## config.mk

```make
export PLATFORM = sky130hd
export DESIGN_NAME = rotate_tile_buf_flat
export DESIGN_NICKNAME = d
export VERILOG_FILES = /design/src/rtl/rotate_tile_buf_if.sv /design/src/rtl/rotate_tile_buf.sv /design/src/flat_wrapper.sv
export SDC_FILE = /design/constraint.sdc
export NUM_CORES = 2
export LEC_CHECK = 0
export ABC_CLOCK_PERIOD_IN_PS = 9800
export CORE_MARGIN = 2
export CORE_UTILIZATION = 50
export DETAILED_ROUTE_END_ITERATION = 7
export GPL_TIMING_DRIVEN = 0
export PLACE_DENSITY = 0.68
export REMOVE_ABC_BUFFERS = 1
export SLEW_MARGIN = 10
export SYNTH_ARGS = -nofsm -noshare
export SYNTH_HDL_FRONTEND = slang
export SYNTH_SLANG_ARGS = --single-unit
```

## constraint.sdc

```tcl
create_clock -name clk -period 9.8 [get_ports clk]
set_input_delay 1.96 -clock clk [delete_from_list [all_inputs] [get_ports clk]]
set_output_delay 1.96 -clock clk [all_outputs]
set_load 0.03 [all_outputs]
```

## src/rtl/rotate_tile_buf_if.sv

```systemverilog
// Pixel stream bundle for rotate_tile_buf: raster input (s_*) and rotated output (m_*).
// The slave modport is the buffer's view; master is the surrounding pipeline's view.
interface rotate_tile_buf_if #(
    parameter int PIX_W = 16
);
    logic             s_valid;
    logic             s_ready;
    logic [PIX_W-1:0] s_data;
    logic             m_valid;
    logic             m_ready;
    logic [PIX_W-1:0] m_data;
    logic             m_last;

    modport slave (
        input  s_valid, s_data, m_ready,
        output s_ready, m_valid, m_data, m_last
    );

    modport master (
        output s_valid, s_data, m_ready,
        input  s_ready, m_valid, m_data, m_last
    );
endinterface

```

## src/rtl/rotate_tile_buf.sv

```systemverilog
// Ping-pong T x T tile buffer that re-emits each tile rotated by 0/90/180/270 degrees.
// Define ROTATE_TILE_BUF_OUT_REG_EN to add an output register after the skid (one extra cycle latency).
module rotate_tile_buf #(
    parameter int PIX_W     = 16,
    parameter int TILE_LOG2 = 3
) (
    input  logic             clk,
    input  logic             rst_n,
    input  logic [1:0]       rot_mode,
    rotate_tile_buf_if.slave bus,
    output logic             idle
);
    localparam int            AW       = 2 * TILE_LOG2;
    localparam logic [AW-1:0] LAST_IDX = {AW{1'b1}};

    localparam logic [1:0] ST_EMPTY    = 2'd0;
    localparam logic [1:0] ST_FILLING  = 2'd1;
    localparam logic [1:0] ST_FULL     = 2'd2;
    localparam logic [1:0] ST_DRAINING = 2'd3;

    logic [1:0]           bank_st  [2];
    logic [1:0]           bank_nxt [2];
    logic [1:0]           mode_q   [2];
    logic                 wb, wb_nxt, rb, ob;
    logic [AW-1:0]        wc, rc;
    logic                 s_ready_q, s_ready_nxt;
    logic                 wr_fire, rd_fire, rd_room;
    logic                 rd_vld, rd_last;
    logic [PIX_W-1:0]     rd_data;
    logic [PIX_W-1:0]     mem [2**(AW+1)];
    logic [TILE_LOG2-1:0] row, col, src_row, src_col;
    logic [AW:0]          rd_addr;
    logic [2:0]           occ;

    logic [PIX_W-1:0]     sk_data [2];
    logic                 sk_last [2];
    logic                 sk_wp, sk_rp, sk_pop;
    logic [1:0]           sk_cnt;
    logic                 out_valid, out_last, out_fire, pipe_busy;

    assign wr_fire     = bus.s_valid && s_ready_q;
    assign bus.s_ready = s_ready_q;
    assign out_fire    = out_valid && bus.m_ready;

    // Reads may issue as long as the skid cannot overflow once in-flight data lands.
    assign occ     = {1'b0, sk_cnt} + {2'b00, rd_vld} - {2'b00, sk_pop};
    assign rd_room = occ < 3'd2;
    assign rd_fire = rd_room && ((bank_st[rb] == ST_FULL) ||
                                 (bank_st[rb] == ST_DRAINING && rc != '0));

    assign row = rc[AW-1:TILE_LOG2];
    assign col = rc[TILE_LOG2-1:0];

    always_comb begin
        // NOTE: every signal gets a default first, so no branch can infer a latch.
        src_row = row;
        src_col = col;
        case (mode_q[rb])
            2'd1:    begin src_row = ~col; src_col = row;  end
            2'd2:    begin src_row = ~row; src_col = ~col; end
            2'd3:    begin src_row = col;  src_col = ~row; end
            default: begin src_row = row;  src_col = col;  end
        endcase
    end

    assign rd_addr = {rb, src_row, src_col};

    // Writer, reader and drain-end touch banks in distinct states, so all three apply together.
    always_comb begin
        bank_nxt = bank_st;
        wb_nxt   = wb;
        if (wr_fire) begin
            if (wc == LAST_IDX) begin
                bank_nxt[wb] = ST_FULL;
                wb_nxt       = ~wb;
            end else begin
                bank_nxt[wb] = ST_FILLING;
            end
        end
        if (rd_fire && bank_st[rb] == ST_FULL)
            bank_nxt[rb] = ST_DRAINING;
        if (out_fire && out_last)
            bank_nxt[ob] = ST_EMPTY;
        s_ready_nxt = (bank_nxt[wb_nxt] == ST_EMPTY) || (bank_nxt[wb_nxt] == ST_FILLING);
    end

    always_ff @(posedge clk) begin
        if (!rst_n) begin
            bank_st   <= '{ST_EMPTY, ST_EMPTY};
            mode_q    <= '{2'd0, 2'd0};
            wb        <= 1'b0;
            rb        <= 1'b0;
            ob        <= 1'b0;
            wc        <= '0;
            rc        <= '0;
            s_ready_q <= 1'b0;
            rd_vld    <= 1'b0;
            rd_last   <= 1'b0;
        end else begin
            // NOTE: non-blocking assignments so every register samples pre-edge values.
            bank_st   <= bank_nxt;
            wb        <= wb_nxt;
            s_ready_q <= s_ready_nxt;
            if (wr_fire) begin
                wc <= wc + AW'(1);
                if (wc == '0)
                    mode_q[wb] <= rot_mode;
            end
            if (rd_fire) begin
                rc <= rc + AW'(1);
                if (rc == LAST_IDX)
                    rb <= ~rb;
            end
            rd_vld  <= rd_fire;
            rd_last <= rd_fire && (rc == LAST_IDX);
            if (out_fire && out_last)
                ob <= ~ob;
        end
    end

    // NOTE: the pixel RAM is not reset; bank state guarantees stale words are never read out.
    always_ff @(posedge clk) begin
        if (wr_fire)
            mem[{wb, wc}] <= bus.s_data;
        if (rd_fire)
            rd_data <= mem[rd_addr];
    end

    always_ff @(posedge clk) begin
        if (!rst_n) begin
            sk_data <= '{default: '0};
            sk_last <= '{default: 1'b0};
            sk_wp   <= 1'b0;
            sk_rp   <= 1'b0;
            sk_cnt  <= 2'd0;
        end else begin
            if (rd_vld) begin
                sk_data[sk_wp] <= rd_data;
                sk_last[sk_wp] <= rd_last;
                sk_wp          <= ~sk_wp;
            end
            if (sk_pop)
                sk_rp <= ~sk_rp;
            sk_cnt <= sk_cnt + {1'b0, rd_vld} - {1'b0, sk_pop};
        end
    end

`ifdef ROTATE_TILE_BUF_OUT_REG_EN
    logic             o_valid, o_last;
    logic [PIX_W-1:0] o_data;

    assign sk_pop = (sk_cnt != 2'd0) && (!o_valid || bus.m_ready);

    always_ff @(posedge clk) begin
        if (!rst_n) begin
            o_valid <= 1'b0;
            o_last  <= 1'b0;
            o_data  <= '0;
        end else if (sk_pop) begin
            o_valid <= 1'b1;
            o_data  <= sk_data[sk_rp];
            o_last  <= sk_last[sk_rp];
        end else if (bus.m_ready) begin
            o_valid <= 1'b0;
        end
    end

    assign out_valid  = o_valid;
    assign out_last   = o_last && o_valid;
    assign bus.m_data = o_data;
    assign pipe_busy  = o_valid;
`else
    assign sk_pop     = (sk_cnt != 2'd0) && bus.m_ready;
    assign out_valid  = sk_cnt != 2'd0;
    assign out_last   = sk_last[sk_rp] && out_valid;
    assign bus.m_data = sk_data[sk_rp];
    assign pipe_busy  = 1'b0;
`endif

    assign bus.m_valid = out_valid;
    assign bus.m_last  = out_last;

    assign idle = (bank_st[0] == ST_EMPTY) && (bank_st[1] == ST_EMPTY) &&
                  !rd_vld && (sk_cnt == 2'd0) && !pipe_busy;
endmodule

```

## src/flat_wrapper.sv

```systemverilog
// flat-port wrapper written by rule: the top's interface ports become plain ports
module rotate_tile_buf_flat 
#(
    parameter int PIX_W     = 16,
    parameter int TILE_LOG2 = 3
)
  (clk, rst_n, rot_mode, idle, bus_s_valid, bus_s_data, bus_m_ready, bus_s_ready, bus_m_valid, bus_m_data, bus_m_last);
  rotate_tile_buf_if #(.PIX_W(PIX_W)) bus_i ();
  input  logic clk;
  input  logic rst_n;
  input  logic [1:0] rot_mode;
  output logic idle;
  input wire logic [$bits(bus_i.s_valid)-1:0] bus_s_valid;
  input wire logic [$bits(bus_i.s_data)-1:0] bus_s_data;
  input wire logic [$bits(bus_i.m_ready)-1:0] bus_m_ready;
  output wire logic [$bits(bus_i.s_ready)-1:0] bus_s_ready;
  output wire logic [$bits(bus_i.m_valid)-1:0] bus_m_valid;
  output wire logic [$bits(bus_i.m_data)-1:0] bus_m_data;
  output wire logic [$bits(bus_i.m_last)-1:0] bus_m_last;
  assign bus_i.s_valid = bus_s_valid;
  assign bus_i.s_data = bus_s_data;
  assign bus_i.m_ready = bus_m_ready;
  assign bus_s_ready = bus_i.s_ready;
  assign bus_m_valid = bus_i.m_valid;
  assign bus_m_data = bus_i.m_data;
  assign bus_m_last = bus_i.m_last;
  rotate_tile_buf #(.PIX_W(PIX_W), .TILE_LOG2(TILE_LOG2)) u_core (.clk(clk), .rst_n(rst_n), .rot_mode(rot_mode), .bus(bus_i), .idle(idle));
endmodule
```

# Word level (Yosys, flattened, before mapping)
# Memories as Yosys holds them, arrays and structs flattened. A register that Yosys moved wholly into a read port is not among the register bits.
# Cells that the tools add are included.
dict set report totals {
  register_bits 64
  ramBits 2048
  mem_count 1
}
dict set report classes {
  add_sub_neg 6
  n_lt_le_gt_ge 11
  eq_ne 8
  mux 38
  n_bitwise 22
  n_reduce_logical 27
}
# memory depth word_bits read_ports rd_ports_with_merged_regs wr line
set mem_list {}
lappend mem_list {u_core.mem 128 16 1 1 1 rotate_tile_buf.sv:30} ;# logic [PIX_W-1:0] mem [2**(AW+1)];
# cell count
set op_table {}
lappend op_table {{two-way mux 16 bit} 4}
lappend op_table {{bitwise mux 32 bit} 1}
lappend op_table {{two-way mux 2 bit} 12}
lappend op_table {{case mux 3 bit (3 select lines)} 2}
lappend op_table {{demux 16 bit (select 1 bit)} 1}
lappend op_table {{two-way mux 4 bit} 4}
lappend op_table {{logical AND 1 bit} 15}
lappend op_table {{adder 6 x 1 -> 6 bit, second input constant} 2}
lappend op_table {{equality test 6 bit, second input constant} 2}
lappend op_table {{greater-or-equal comparator 2 bit, second input constant} 6}
lappend op_table {{inverter 1 -> 2 bit} 6}
lappend op_table {{equality test 2 bit, second input constant} 4}
lappend op_table {{zero test 2 bit} 4}
lappend op_table {{less-than comparator 2 x 1 -> 1 bit, second input constant} 4}
lappend op_table {{two-way mux 1 bit} 8}
lappend op_table {{demux 2 bit (select 1 bit)} 3}
lappend op_table {{zero test 6 bit} 1}
lappend op_table {{inverter 3 bit} 2}
lappend op_table {{nonzero test 6 bit} 1}
lappend op_table {{inverter 1 bit} 5}
lappend op_table {{AND 2 bit} 2}
lappend op_table {{AND 4 bit} 1}
lappend op_table {{bitwise mux 4 bit} 1}
lappend op_table {{equality test 2 x 1 -> 1 bit, second input constant} 2}
lappend op_table {{other kinds (15)} 19}

# Depth between registers and ports, before layout
dict set report logic_depth {
  word_depth 18
  mapped_depth 15
  mapped_depth_nobuf 14
}

# Least setup slack after synthesis
# No wires, ideal clock.
dict set report synth_timing {
  path_type {input-to-reg}
  start {input port bus_m_ready}
  end {register u_core.rc[2]}
  setup_time_ps 128
  t_arrival_ps 4761
  required_time_ps 9672
  slack_ps 4911
  cell_stages 13
  path_buffers 1
  path_cell_list {and2_0 -> clkbuf_1 -> ha_1 -> inv_1 -> ha_1 -> inv_1 -> fa_1 -> xnor2_1 -> nand3_1 -> a21oi_1 -> nand2_1 -> xor2_1 -> nor2_1}
}
dict set report synth_via {
  elab_chain_len 4
}
# item line
set synth_lines {}
lappend synth_lines {{start: declaration} flat_wrapper.sv:15} ;# input wire logic [$bits(bus_i.m_ready)-1:0] bus_m_ready;
lappend synth_lines {{logical AND 1 bit} -}
lappend synth_lines {{named net u_core.out_fire} rotate_tile_buf.sv:39} ;# logic out_valid, out_last, out_fire, pipe_busy;
lappend synth_lines {{subtractor 3 x 1 -> 3 bit} rotate_tile_buf.sv:46} ;# assign occ = {1'b0, sk_cnt} + {2'b00, rd_vld} - {2'b00, sk_pop};
lappend synth_lines {{less-than comparator 3 x 2 -> 1 bit} rotate_tile_buf.sv:47} ;# assign rd_room = occ < 3'd2;
lappend synth_lines {{logical AND 1 bit} rotate_tile_buf.sv:48} ;# assign rd_fire = rd_room && ((bank_st[rb] == ST_FULL) ||
lappend synth_lines {{named net u_core.rd_fire} rotate_tile_buf.sv:27} ;# logic wr_fire, rd_fire, rd_room;
lappend synth_lines {{end signal: assignment} rotate_tile_buf.sv:110} ;# rc <= rc + AW'(1);
lappend synth_lines {{end: declaration} rotate_tile_buf.sv:25} ;# logic [AW-1:0] wc, rc;
# The timed path passes the listed nets, and every way through them passes these cells.
# A chain may end at the register's enable or synchronous reset.

# Worst setup path after layout
dict set report layout_timing {
  start {register u_core.rb}
  end {register u_core.rd_data[15], read port of u_core.mem (data pin)}
}
dict set report layout_via {
  elab_chain_len 8
}
# item line
set layout_lines {}
lappend layout_lines {{start: declaration} rotate_tile_buf.sv:24} ;# logic wb, wb_nxt, rb, ob;
lappend layout_lines {{start signal: assignment} rotate_tile_buf.sv:112} ;# rb <= ~rb;
lappend layout_lines {{inverter 1 -> 2 bit (not written as such)} {rotate_tile_buf.sv:48, rotate_tile_buf.sv:49, rotate_tile_buf.sv:58}}
lappend layout_lines {{two-way mux 2 bit (not written as such) (3 in a row)} {rotate_tile_buf.sv:48, rotate_tile_buf.sv:49}}
lappend layout_lines {{equality test 2 bit} rotate_tile_buf.sv:49} ;# (bank_st[rb] == ST_DRAINING && rc != '0));
lappend layout_lines {{logical AND 1 bit} rotate_tile_buf.sv:49}
lappend layout_lines {{logical OR 1 bit} rotate_tile_buf.sv:48}
lappend layout_lines {{logical AND 1 bit} rotate_tile_buf.sv:48}
lappend layout_lines {{end: declaration} rotate_tile_buf.sv:29} ;# logic [PIX_W-1:0] rd_data;
# Several ways; a longest one is shown, not always the timed one. The select of a mux whose other input is x is not followed.

==> run summary <==
run status = finished, violations left
failing checks = DRC, capacitance limit, slew limit
largest incremental delay on the critical path = 1290 ps
maximum buffer depth of the clock tree = 3
number of vias per cell = 6.34
remaining routing DRC violations = 1
die outline width = 406 um
Most common cell on crit path = buf_16
maximum ir drop on the vdd rail = 0.000186 V
largest area contributor in the synthesized netlist = edfxtp_1
Total GRT Usage = 28.0%
max-cap check violation count = 1
Reg power frac = 53.1%
slew at the pin closest to its max-slew limit = 1520 ps
RSZ-0062 raised after global routing = false
dominant synthesized flop cell = edfxtp_1
kind of start point of the critical path = register
area of the multi-input gates = 0.0165 mm^2
Yosys warning count = 0
I/O pin count = 42
aggregate routed wire length = 232000 um
DP Wirelength = 149000 um
TritonCTS clock tree = yes
post-cts resize count = 0
highest attainable clock frequency = 0.173 GHz
data required time at the worst endpoint = 10520 ps
Detailed Routing Iterations Pass 1 = 8
deepest level of the CTS H-tree = 4
number of global-route vias before repair = 49400
root buffer cell = clkbuf_16
largest fanout on the critical path = 26
total leakage power = 30.7 nW
total power after layout = 18.8 mW
power density of the placed cells = 197 mW/mm^2
layout overhead on the synthesized area = 18.5%
clock-pin slew of the registers on the worst-case setup and hold paths = 70 ps
clock buffers created by TritonCTS = 206
Commonest cells post-synth = edfxtp_1, nand2_1, o22ai_1
clk sink count = 2128
Post-CTS Setup Bufs = 0
Final Critical Period = 5780 ps
count of buffering cells on the critical path with inverters included = 6
total vias in the final route = 51400
floorplan die area = 0.165 mm^2
count of flip-flops with a built-in enable after synthesis = 2064
Hold Path Class = reg -> reg
sequential share of the synthesized area = 78.3%
Switching Fraction = 22.0%
portion of synthesized cell area occupied by the leading cell type = 76.7%
number of synthesized register bits = 2128
count of buffers inserted at the top-level ports = 41
Core Rows = 147
Final GP Congestion = 0.889
final hold violation count = 0
crit-path leading delay family = simple AND/OR/NAND/NOR gates
ratio of final minimum period to clock period = 59.0%
Setup Crit Path Kind = reg -> reg
final net count = 5790
synthesized cell area = 0.0808 mm^2
most frequent cell after synthesis = edfxtp_1
ratio of cells with drive above 1 in the final layout = 14.3%
sum of overflow across all layers after global routing = 0
number of filler instances in the final layout = 11400
worst setup slack before clock tree synthesis = 4270 ps
vertical die dimension = 406 um
combinational power share = 5.6%
Switch Pwr = 4.14 mW
ys async rst share = 0%
part of the power in the clock network = 41.3%
average cell area after synthesis = 14.6 um^2
wire length of the first global-routing pass = 335000 um
number of buffers inserted for hold repair after clock tree synthesis = 0
cell-internal power = 14.7 mW
worst rel slew slack = -2.53%
area inside the core boundary = 0.161 mm^2
clock insertion delay at the later pin of the skew report = 870 ps
FF/Latch Area = 0.0633 mm^2
data arrival at the endpoint of the critical path = 6500 ps
number of nets still failing antenna checks after routing = 0
slowest stage cell on the critical path = nor4_1
post-route clock skew = 49.2 ps
final slew viol count = 2
endpoint type of the worst setup path = register
final setup violation count = 0
final worst setup slack = 4020 ps
post-synthesis cell type count = 57
antenna violations before repair = 4
detailed-route wire length per cell = 28.7 um
effective utilization at floorplan = 50.3%
cells traversed along the worst timing path = mux2_2 -> mux2i_2 -> xnor2_4 -> buf_16 -> buf_16 -> buf_16 -> buf_16 -> buf_16 -> buf_16 -> nand2_1 -> a21oi_1 -> nor4_1 -> nor4_1 -> and4_1
largest net degree at the start of global routing = 89
cells taking the most area after synthesis = edfxtp_1, nand2_1, o22ai_1
Post-Syn Instances = 5544
First DRT Iteration DRCs = 7663
-- tightest hold or removal path, stage by stage, from the launching register on --
cell and delay, ps:
dfxtp_1 310, nand2_1 50, a21oi_1 50
-- placed cells by master (no fill, tap or decap), drive strengths merged, types with 12 or more instances in the layout --
cell and instances:
inv 20, bufinv 17, o22ai 512, buf 345
o41ai 35, a222oi 14, dfxtp 64, o21ai 34
nor4 240, and4 12, clkdlybuf4s50 25, edfxtp 2064
mux2 34, nand2b 14, nor2 183, a22oi 17
nor3 270, clkbuf 262, clkinv 98, a21oi 503
xnor2 17, nand2 997, mux2i 45, nand3 28
-- registers in the layout, indices dropped and copies added (netlist names), 2 cells and up --
signal          flops
u_core.mode_q       4
u_core.bank_st      4
u_core.wc           6
u_core.rd_data     16
u_core.rc           6
u_core.sk_last      2
u_core.sk_cnt       2
u_core.sk_data     32
u_core.mem       2048
-- per-stage QoR --
stage | instances | utilization, % | TNS [ps] | hold WS [ps] | instance area, um^2
floorplan | 5183 | - | -50070 | 432 | 79200
global placement | 7384 | 51.3 | -323170 | 439 | 82300
detailed placement | 7713 | 55.5 | 0 | 443 | 89100
CTS | 8097 | 59.6 | 0 | 452 | 95800
global route | 8097 | 59.7 | 0 | 470 | 95800
finish | 8104 | 59.7 | 0 | 452 | 95800
-- worst paths after layout --
check	startpoint	to	slack [ps]	cells past startpoint
max	u_core.rb	u_core.rd_data[15]	4020	14
min	u_core.sk_data[23]	u_core.sk_data[23]	450	2
max reg2reg	u_core.rb	u_core.rd_data[15]	4020	14
min reg2reg	u_core.sk_data[23]	u_core.sk_data[23]	450	2
-- metal layers --
metal	wire (um)	global-route usage, %
met3	26500	6.06
met4	10400	12.3
met2	109000	43.9
met1	86700	37.8
met5	27	0
-- power groups by stage --
stage,logic [mW],registers [mW],clock network (mW)
floorplan,0.477,10.2,0
global placement,1.01,10.3,0
detailed placement,1.03,10.2,0
CTS,1.04,10.0,7.81
global route,1.11,10.0,8.15
finish,1.06,10.0,7.77
-- cell type report --
class,count,share of cell area (%)
well taps,2160,2.82
multi-input cells,3042,17.2
clock inverters,122,1.22
diodes,7,0.0183
flip-flops and latches,2128,66.0
inverters,13,0.0509
repair buffers,370,6.96
clock buffers,262,5.68
-- logic make-up (layout without fill, tap and decap cells) --
kind of cell | count (synthesis) | after routing | synth area share (%)
buffers and inverters | 374 | 767 | 2.08
adders and majority gates | 7 | 7 | 0.118
xor gates and xnor gates | 24 | 24 | 0.293
and+or+nand+nor | 1782 | 1782 | 9.73
AOI/OAI and AO/OA | 1150 | 1150 | 8.40
muxes | 79 | 79 | 1.11
other | 0 | 7 | 0
DFF | 2128 | 2128 | 78.3
Power figures use the tool's default switching activity.
